--- src/rtl/uart_rx_os16.sv ---
// uart_rx_os16: UART receiver with 16x oversampling and a 3-sample majority vote per bit.
// It rejects false starts and reports framing errors and overruns.
// Received bytes are held on a valid/ready interface, one byte at a time.
// Optional feature macro: UART_RX_PARITY_EN selects 8E1 framing. Without it the framing is 8N1.
module uart_rx_os16 #(
   parameter int clk_freq  = 1000000,
   parameter int baud_rate = 9600
) (
   input  logic       clk,
   input  logic       rst,
   input  logic       rx,
   output logic [7:0] rx_data,
   output logic       rx_valid,
   input  logic       rx_ready,
   output logic       frame_err,
   output logic       parity_err,
   output logic       overrun,
   output logic       busy
);

   localparam int DIV = clk_freq / (baud_rate * 16);
   localparam int TW  = (DIV > 1) ? $clog2(DIV) : 1;
   localparam logic [TW-1:0] TICK_LAST = TW'(DIV - 1);

`ifdef UART_RX_PARITY_EN
   typedef enum logic [2:0] {IDLE, START, DATA, PARITY, STOP} state_t;
`else
   typedef enum logic [1:0] {IDLE, START, DATA, STOP} state_t;
`endif

   state_t          state, state_next;
   logic            rx_meta, rxs, rxs_prev;
   logic            armed;
   logic [TW-1:0]   tick_cnt;
   logic            tick;
   logic [3:0]      s;
   logic [1:0]      samp;
   logic            maj;
   logic [2:0]      bit_cnt;
   logic [7:0]      shift;
   logic            start_det, decide, boundary, load;
   logic            par_err_calc;
`ifdef UART_RX_PARITY_EN
   logic            par_bit;
`endif

   // Samples are captured on the ticks that advance s into slots 7, 8 and 9.
   // The third sample is the live rxs on the decision tick, so the bit is decided as s becomes 9.
   assign tick      = (tick_cnt == TICK_LAST);
   assign decide    = tick && (s == 4'd8);
   assign boundary  = tick && (s == 4'd15);
   assign start_det = (state == IDLE) && armed && rxs_prev && !rxs;
   assign maj       = (samp[0] & samp[1]) | (samp[0] & rxs) | (samp[1] & rxs);
   assign load      = (state == STOP) && decide;
   assign busy      = (state != IDLE);

`ifdef UART_RX_PARITY_EN
   assign par_err_calc = (^shift) ^ par_bit;
`else
   assign par_err_calc = 1'b0;
`endif

   // Two-flop synchronizer on the async line, plus a delayed copy for falling-edge detection
   always_ff @(posedge clk) begin
      if (rst) begin
         rx_meta  <= 1'b1;
         rxs      <= 1'b1;
         rxs_prev <= 1'b1;
      end else begin
         rx_meta  <= rx;
         rxs      <= rx_meta;
         rxs_prev <= rxs;
      end
   end

   // Re-arm start detection only once the line has been seen high in IDLE, so a held break cannot retrigger
   always_ff @(posedge clk) begin
      if (rst)
         armed <= 1'b0;
      else if (state != IDLE)
         armed <= 1'b0;
      else if (rxs)
         armed <= 1'b1;
   end

   // Oversampling tick divider and 16-slot sample counter, both phase-aligned to the start edge
   always_ff @(posedge clk) begin
      if (rst) begin
         tick_cnt <= '0;
         s        <= 4'd0;
      end else if (start_det) begin
         tick_cnt <= '0;
         s        <= 4'd0;
      end else if (state != IDLE) begin
         tick_cnt <= tick ? '0 : tick_cnt + 1'b1;
         if (tick)
            s <= s + 4'd1;
      end
   end

   // Mid-bit sample capture, data shift register (LSB first), bit counter and parity bit
   always_ff @(posedge clk) begin
      if (rst) begin
         samp    <= 2'b00;
         bit_cnt <= 3'd0;
         shift   <= 8'h00;
`ifdef UART_RX_PARITY_EN
         par_bit <= 1'b0;
`endif
      end else begin
         if (tick && s == 4'd6)
            samp[0] <= rxs;
         if (tick && s == 4'd7)
            samp[1] <= rxs;
         if (start_det)
            bit_cnt <= 3'd0;
         if (state == DATA && decide)
            shift <= {maj, shift[7:1]};
         if (state == DATA && boundary)
            bit_cnt <= bit_cnt + 3'd1;
`ifdef UART_RX_PARITY_EN
         if (state == PARITY && decide)
            par_bit <= maj;
`endif
      end
   end

   // FSM state register
   always_ff @(posedge clk) begin
      if (rst)
         state <= IDLE;
      else
         state <= state_next;
   end

   // FSM next-state logic: the stop bit is decided mid-bit so IDLE is re-entered early
   always_comb begin
      state_next = state;
      case (state)
         IDLE:  if (start_det) state_next = START;
         START: begin
            if (decide && maj)
               state_next = IDLE;
            else if (boundary)
               state_next = DATA;
         end
         DATA: begin
            if (boundary && bit_cnt == 3'd7)
`ifdef UART_RX_PARITY_EN
               state_next = PARITY;
`else
               state_next = STOP;
`endif
         end
`ifdef UART_RX_PARITY_EN
         PARITY: if (boundary) state_next = STOP;
`endif
         STOP:  if (decide) state_next = IDLE;
         default: state_next = IDLE;
      endcase
   end

   // Output holding register: a new byte always wins, and overrun flags a byte that was never accepted
   always_ff @(posedge clk) begin
      if (rst) begin
         rx_data    <= 8'h00;
         rx_valid   <= 1'b0;
         frame_err  <= 1'b0;
         parity_err <= 1'b0;
         overrun    <= 1'b0;
      end else begin
         overrun <= 1'b0;
         if (load) begin
            rx_data    <= shift;
            rx_valid   <= 1'b1;
            frame_err  <= ~maj;
            parity_err <= par_err_calc;
            overrun    <= rx_valid && !rx_ready;
         end else if (rx_valid && rx_ready) begin
            rx_valid <= 1'b0;
         end
      end
   end

endmodule
--- config.mk ---
export PLATFORM = sky130hd
export DESIGN_NAME = uart_rx_os16
export DESIGN_NICKNAME = d
export VERILOG_FILES = /design/src/rtl/uart_rx_os16.sv
export SDC_FILE = /design/constraint.sdc
export NUM_CORES = 1
export LEC_CHECK = 0
export CAP_MARGIN = 20
export CORE_ASPECT_RATIO = 1.2
export CORE_MARGIN = 2
export CORE_UTILIZATION = 28
export CTS_CLUSTER_DIAMETER = 100
export DETAILED_ROUTE_END_ITERATION = 7
export GPL_TIMING_DRIVEN = 0
export PLACE_DENSITY = 0.49
export SLEW_MARGIN = 10
export SYNTH_ARGS = -nofsm -noshare
export SYNTH_HDL_FRONTEND = slang
export SYNTH_SLANG_ARGS = --single-unit
--- constraint.sdc ---
create_clock -name clk -period 2.5 [get_ports clk]
set_input_delay 0.25 -clock clk [delete_from_list [all_inputs] [get_ports clk]]
set_output_delay 0.25 -clock clk [all_outputs]
set_load 0.005 [all_outputs]
==> metrics.md, run 1 <==
| Metric | Value |
|---|---|
| Synth Warn # | 0 |
| CP top delay family | buffers and inverters |
| Hold Crit Class | reg2reg |
| Crit path DAT | 1.82 ns |
| Routed WL | 3610 µm |
| Number of remaining DRC errors | 0 |
| ANT cells | 0 |
| GR Overflow Total | 0 |
| Final hold vios | 0 |
| Post-DP HPWL | 2510 µm |
| Flops & latches, synth | 37 |
| # Max-Cap Violations | 0 |
| Fmax | 0.483 GHz |
| Area Growth Syn to Fin | 20.0% |
| Mapped Nets | 196 |
| Hold Path Depth | 1 |
| Hold Buf Count CTS | 0 |
| Fin crit share | 82.8% |
| Post-Place Worst Slack | 0.607 ns |
| Non-Filler Instances | 290 |
| Area of the multi-input gates | 796 µm² |
| Avg Cell Area, Syn | 8.88 µm² |
| Synth Cell Area | 1660 µm² |
| Leak | 0.000674 µW |
| Die height | 88.4 µm |
| Inst Count DP | 282 |
| Die width | 74.3 µm |
| Max Slew Vio Count | 0 |
| Req. time, crit path | 2.25 ns |
| Die ar. | 6560 µm² |
| Worst-Skew Late Latency | 0.28 ns |
| Synth async-reset ratio | 0% |
| Total negative slack | 0 ns |
| Cell area power density | 520 nW/µm² |
| Wire length per cell | 12.4 µm |
| Final setup viols | 0 |
| Outcome | finished, final reports clean |
| Post-synthesis instance total | 187 |
| Reg2reg path depth | 5 |
| Number of global-route vias before repair | 1329 |
| Sequential area share after synthesis | 44.6% |
| H-tree Lvls | 2 |
| CP Class | reg2out |
| Vias per Instance | 4.75 |
| Slowest cell on crit path | clkdlybuf4s50_1 |
| RSZ-0062 raised after global routing | no |
| Initial antenna violation count | 0 |
| Post-CTS Setup Inserts | 0 |
| Ys flop type | dfxtp_1 |
| Row count | 30 |
| CTS tree | built |
| Drt first pass iters | 4 |
| Starting Density | 29.1% |
| Core Area | 5710 µm² |
| Clock skew | 0.00641 ns |
| Net Switching | 233 µW |
| CP max FO | 10 |
| Critical Path Stages | 4 |
| Clock Tree Root | clkbuf_8 |
| Critical Path Source Type | flop |
| Layout cells sized above 1 | 12.9% |
| Clk pin slew, worst setup/hold paths | 0.08 ns |
| Crit-path cells | buf_4, nor2_1, inv_1, clkdlybuf4s50_1 |
| Routed Antenna Nets | 0 |
| Register cell area after layout | 741 µm² |
| Peak VDD IR | 0.000295 V |
| Max incr delay on CP | 0.49 ns |
| Reg2reg setup slack | 0.92 ns |
| Via count | 1378 |
| DP Area | 1910 µm² |
| CTS Buf Count | 5 |
| Clock power share | 39.0% |
| Internal power | 803 µW |
| Final setup margin | 0.430 ns |
| EDFF count, synth | 0 |
| Final Cell Area | 1990 µm² |
| # clock sinks | 37 |
| Nets | 218 |
| RePlAce Congestion | 0.733 |
| I/O pin total | 17 |
| Post-Route Utilization | 34.9% |
| CTS Buffer Depth | 2 |
| Number of distinct library cells after synthesis | 41 |
| Nature of the critical path endpoint | output port |
| DR iter-0 viols | 112 |
| Filler cells | 654 |
| Largest net degree at the start of global routing | 12 |
| Minimum clock period | 2.07 ns |
| All-Layer GR Usage | 12.4% |
| Sw Ratio | 22.5% |
| Post-CTS sizing | 0 |
| Comb pwr share | 3.4% |
| First-pass GRT wire length | 6300 µm |
| Input/output buffers | 15 |
| Reg power frac | 57.6% |
| Worst Path Buf+Inv | 3 |
-- sequential cells by signal, indices dropped and copies added, names as in the netlist, 2 cells and up, named ones only --
signal    cells
tick_cnt      3
rx_data       8
s             4
samp          2
shift         8
bit_cnt       3
-- layout by cell type (no fill, tap or decap), drive strengths merged, types with 3 or more instances in the layout --
| cell type | n |
|---|---|
| nand2b | 4 |
| nand3 | 21 |
| dfxtp | 37 |
| a21oi | 24 |
| nor3 | 3 |
| ha | 5 |
| or2 | 4 |
| nor2 | 4 |
| clkbuf | 11 |
| clkdlybuf4s50 | 15 |
| buf | 10 |
| inv | 7 |
| nand2 | 3 |
| or3 | 3 |
| o21ai | 25 |
| nand4b | 3 |
-- cell usage after synthesis, types with 2 or more instances --
| cell type | n | area (µm²) |
|---|---|---|
| a211oi_1 | 2 | 15.0 |
| a21oi_1 | 24 | 120 |
| a31oi_1 | 2 | 12.5 |
| buf_2 | 3 | 15.0 |
| buf_4 | 4 | 30.0 |
| buf_6 | 3 | 33.8 |
| clkbuf_1 | 5 | 18.8 |
| dfxtp_1 | 37 | 741 |
| ha_1 | 5 | 62.6 |
| inv_1 | 7 | 26.3 |
| mux2i_1 | 2 | 20.0 |
| nand2_1 | 3 | 11.3 |
| nand2b_1 | 4 | 25.0 |
| nand3_1 | 21 | 105 |
| nand3b_1 | 2 | 15.0 |
| nand4b_1 | 3 | 26.3 |
| nor2_1 | 4 | 15.0 |
| nor3_1 | 3 | 15.0 |
| o21ai_0 | 25 | 125 |
| o32ai_1 | 2 | 17.5 |
| or2_2 | 4 | 25.0 |
| or3_1 | 2 | 12.5 |
| or4_1 | 2 | 15.0 |
-- metal layers --
layer  routed length, µm  GRT usage, %  up-vias
met5                   0             0        -
met3                 116          3.08        4
met2                1740          21.6       24
met4                  18          3.41        0
met1                1730          15.1      635
li1                    -             -      715
-- path summary, 6_finish.rpt --
kind                          from                       to
min reg2reg     rx_meta$_SDFF_PP1_           rxs$_SDFF_PP1_
min             rx_meta$_SDFF_PP1_           rxs$_SDFF_PP1_
max reg2reg      s[0]$_SDFFE_PP0P_  rx_data[7]$_SDFFE_PP0P_
max          state[0]$_SDFFE_PP0P_                     busy
-- per-stage QoR --
step | power [µW] | hold WS (ns)
after floorplan | 632 | 0.354
after global placement | 646 | 0.391
after detailed placement | 647 | 0.399
after CTS | 1050 | 0.416
after global routing | 1080 | 0.430
final | 1040 | 0.412
-- area by class of cell --
| cell class | count | area share (%) |
|---|---|---|
| flip-flops and latches | 37 | 37.2 |
| clock inverters | 2 | 0.502 |
| clock buffers | 6 | 3.64 |
| inverters | 7 | 1.32 |
| well taps | 80 | 5.02 |
| plain buffers | 15 | 4.90 |
| multi-input cells | 128 | 39.9 |
| repair buffers | 15 | 7.53 |
-- cells by family (layout without fill, tap and decap cells) --
family          after synthesis  after routing  share of synthesized area (%)
simple gates                 60             60                           22.5
compound gates               58             58                           19.0
flops                        37             37                           44.6
buf+inv                      22             45                           7.46
fa+ha+maj                     6              6                           4.45
mux                           2              2                           1.21
other cells                   1              1                          0.226
xor+xnor                      1              1                          0.528
-- power groups by stage --
stage / registers [µW] / clock network (µW) / logic (µW)
finish: 597 / 404 / 35.2
detailed placement: 611 / 0 / 35.9
floorplan: 610 / 0 / 22.6
global placement: 611 / 0 / 35.9
global route: 597 / 444 / 39.4
CTS: 597 / 422 / 36.0
Note: power is estimated with default switching activity, not from simulation.
==> run 2: changes to the inputs <==
clock period = 2 ns   (was 2.5 ns; I/O delays follow)
==> run 2 against run 1 <==
Via count about the same. Worst hold slack about the same. Power increased by 25%. Sequential cell count unchanged. Utilization about the same. Critical path type unchanged.
==> metrics.md, run 2 (synthesis gave the netlist of run 1 again) <==
| Metric | Value |
|---|---|
| Outcome | finished, final reports clean |
| Reg2reg end | rx_data[7]$_SDFFE_PP0P_ |
| Nets | 218 (unchanged) |
| Final setup margin | 0.137 ns (-0.293 ns) |
| Leak | 0.000675 µW (+0.13%) |
| All-Layer GR Usage | 12.4% (unchanged) |
| Clock Tree Root | clkbuf_8 |
| CTS Buf Count | 5 (unchanged) |
| Input/output buffers | 15 (unchanged) |
| Die width | 74.3 µm (unchanged) |
| Number of global-route vias before repair | 1329 (unchanged) |
| Inst Count DP | 282 (unchanged) |
| GRT met2 Usage | 21.6% (unchanged) |
| RSZ-0062 raised after global routing | no |
| Fin crit share | 93.1% |
| Post-DP HPWL | 2510 µm (unchanged) |
| ANT cells | 0 (unchanged) |
| Cell area power density | 649 nW/µm² (+25%) |
| Tot Pwr | 1300 µW (+25%) |
| Reg-to-Reg Start | s[0]$_SDFFE_PP0P_ |
| Via count | 1379 (+0.073%) |
| Gr busiest metal | met2 |
| DR iter-0 viols | 112 (unchanged) |
| Max Slew Vio Count | 0 (unchanged) |
| Hold Crit Class | reg2reg |
| CTS Buffer Depth | 2 (unchanged) |
| Final setup viols | 0 (unchanged) |
| Peak VDD IR | 0.000364 V (+24%) |
| Crit path DAT | 1.66 ns (-0.16 ns) |
| CP startpoint | state[0]$_SDFFE_PP0P_ |
| Vias per Instance | 4.76 (about the same) |
| Met3 GRT Util | 3.08% (unchanged) |
| First-pass GRT wire length | 6300 µm (unchanged) |
| Worst-Skew Late Latency | 0.28 ns (about the same) |
| Commonest non-fill, non-tap cell in the layout | dfxtp_1 |
| Largest regs | rx_data (8), shift (8), s (4) |
| Die height | 88.4 µm (unchanged) |
| Fmax | 0.537 GHz |
| Clock skew | 0.00635 ns (-0.0000583 ns) |
| H-tree Lvls | 2 (unchanged) |
| Minimum clock period | 1.86 ns |
| Starting Density | 29.1% (unchanged) |
| Row count | 30 (unchanged) |
| Post-CTS Setup Inserts | 0 (unchanged) |
| Critical Path End | busy |
| Most frequent cells in the layout | dfxtp_1, o21ai_0, a21oi_1 |
| Critical Path Source Type | flop |
| Drt first pass iters | 4 (unchanged) |
| Initial antenna violation count | 0 (unchanged) |
| Layout cells sized above 1 | 13.3% (+0.48 points) |
| Hold_ws | 0.412 ns (+0.00000500 ns) |
| # Max-Cap Violations | 0 (unchanged) |
| Final hold vios | 0 (unchanged) |
| Reg2reg setup slack | 0.41 ns (-0.51 ns) |
| CTS tree | built |
| Die ar. | 6560 µm² (unchanged) |
| CP Class | reg2out |
| Reg2reg path depth | 5 (unchanged) |
| Total negative slack | 0 ns (unchanged) |
| Routed WL | 3610 µm (about the same) |
| Clk pin slew, worst setup/hold paths | 0.08 ns (about the same) |
| Number of remaining DRC errors | 0 (unchanged) |
| Largest net degree at the start of global routing | 12 (unchanged) |
| Wire length per cell | 12.4 µm (about the same) |
| RePlAce Congestion | 0.733 (unchanged) |
| I/O pin total | 17 (unchanged) |
| GR Overflow Total | 0 (unchanged) |
| Filler cells | 655 (+0.15%) |
| Routed Antenna Nets | 0 (unchanged) |
| Area Growth Syn to Fin | 20.2% |
| Req. time, crit path | 1.80 ns (-0.45 ns) |
| Nature of the critical path endpoint | output port |
| # clock sinks | 37 (unchanged) |
| Non-Filler Instances | 290 (unchanged) |
| Core Area | 5710 µm² (unchanged) |
| CP max FO | 10 (unchanged) |
| Post-Place Worst Slack | 0.157 ns (-0.450 ns) |
| GR Layer Usage met1 | 15.1% (unchanged) |
run 2: worst min path at each step:
| stage | slack [ns] | end | startpoint | depth (start not counted) |
|---|---|---|---|---|
| after floorplan | 0.30 | rx_meta$_SDFF_PP1_ | rx | 1 |
| after global placement | 0.39 | rxs$_SDFF_PP1_ | rx_meta$_SDFF_PP1_ | 1 |
| after detailed placement | 0.40 | rxs$_SDFF_PP1_ | rx_meta$_SDFF_PP1_ | 1 |
| after CTS | 0.42 | rxs$_SDFF_PP1_ | rx_meta$_SDFF_PP1_ | 1 |
| after global routing | 0.43 | rxs$_SDFF_PP1_ | rx_meta$_SDFF_PP1_ | 1 |
| final | 0.41 | rxs$_SDFF_PP1_ | rx_meta$_SDFF_PP1_ | 1 |
run 2: timing repair:
action                     4_1_cts  5_1_grt
setup endpoints to repair        1        0
hold buffers                     0        0
resized for setup                1        0
run 2: cell type report:
class	instances	area (µm²)	area share, %
Inverter	7	26.3	1.32
Buffer	15	97.6	4.89
Sequential cell	37	741	37.1
Clock inverter	2	10.0	0.502
Tap cell	80	100	5.02
Timing Repair Buffer	15	150	7.52
Multi-Input combinational cell	128	798	40.0
Clock buffer	6	72.6	3.64
run 2: per-stage QoR:
stage	util (%)	instance area, µm²
2_1_floorplan	-	1660
3_3_place_gp	33.5	1910
3_5_place_dp	33.5	1910
4_1_cts	35.0	2000
5_1_grt	35.0	2000
6_report	35.0	2000
run 2: worst max-delay path, cell delays in order (launching register included):
cell and delay [ns]:
dfxtp_1 0.32, buf_4 0.16, nor2_2 0.25, inv_1 0.17
clkdlybuf4s50_1 0.47
run 2: where the power goes:
group	leakage [µW]	total [µW]	internal [µW]	switching, µW
clock	0.0000450	506	242	264
sequential	0.000299	746	742	4.15
combinational	0.000331	44.2	20.5	23.7
total	0.000675	1300	1000	292
run 2: layer usage:
layer	wire (µm)	up-vias
li1	-	715
met1	1750	641
met2	1740	19
met3	95	4
met4	18	0
met5	0	-
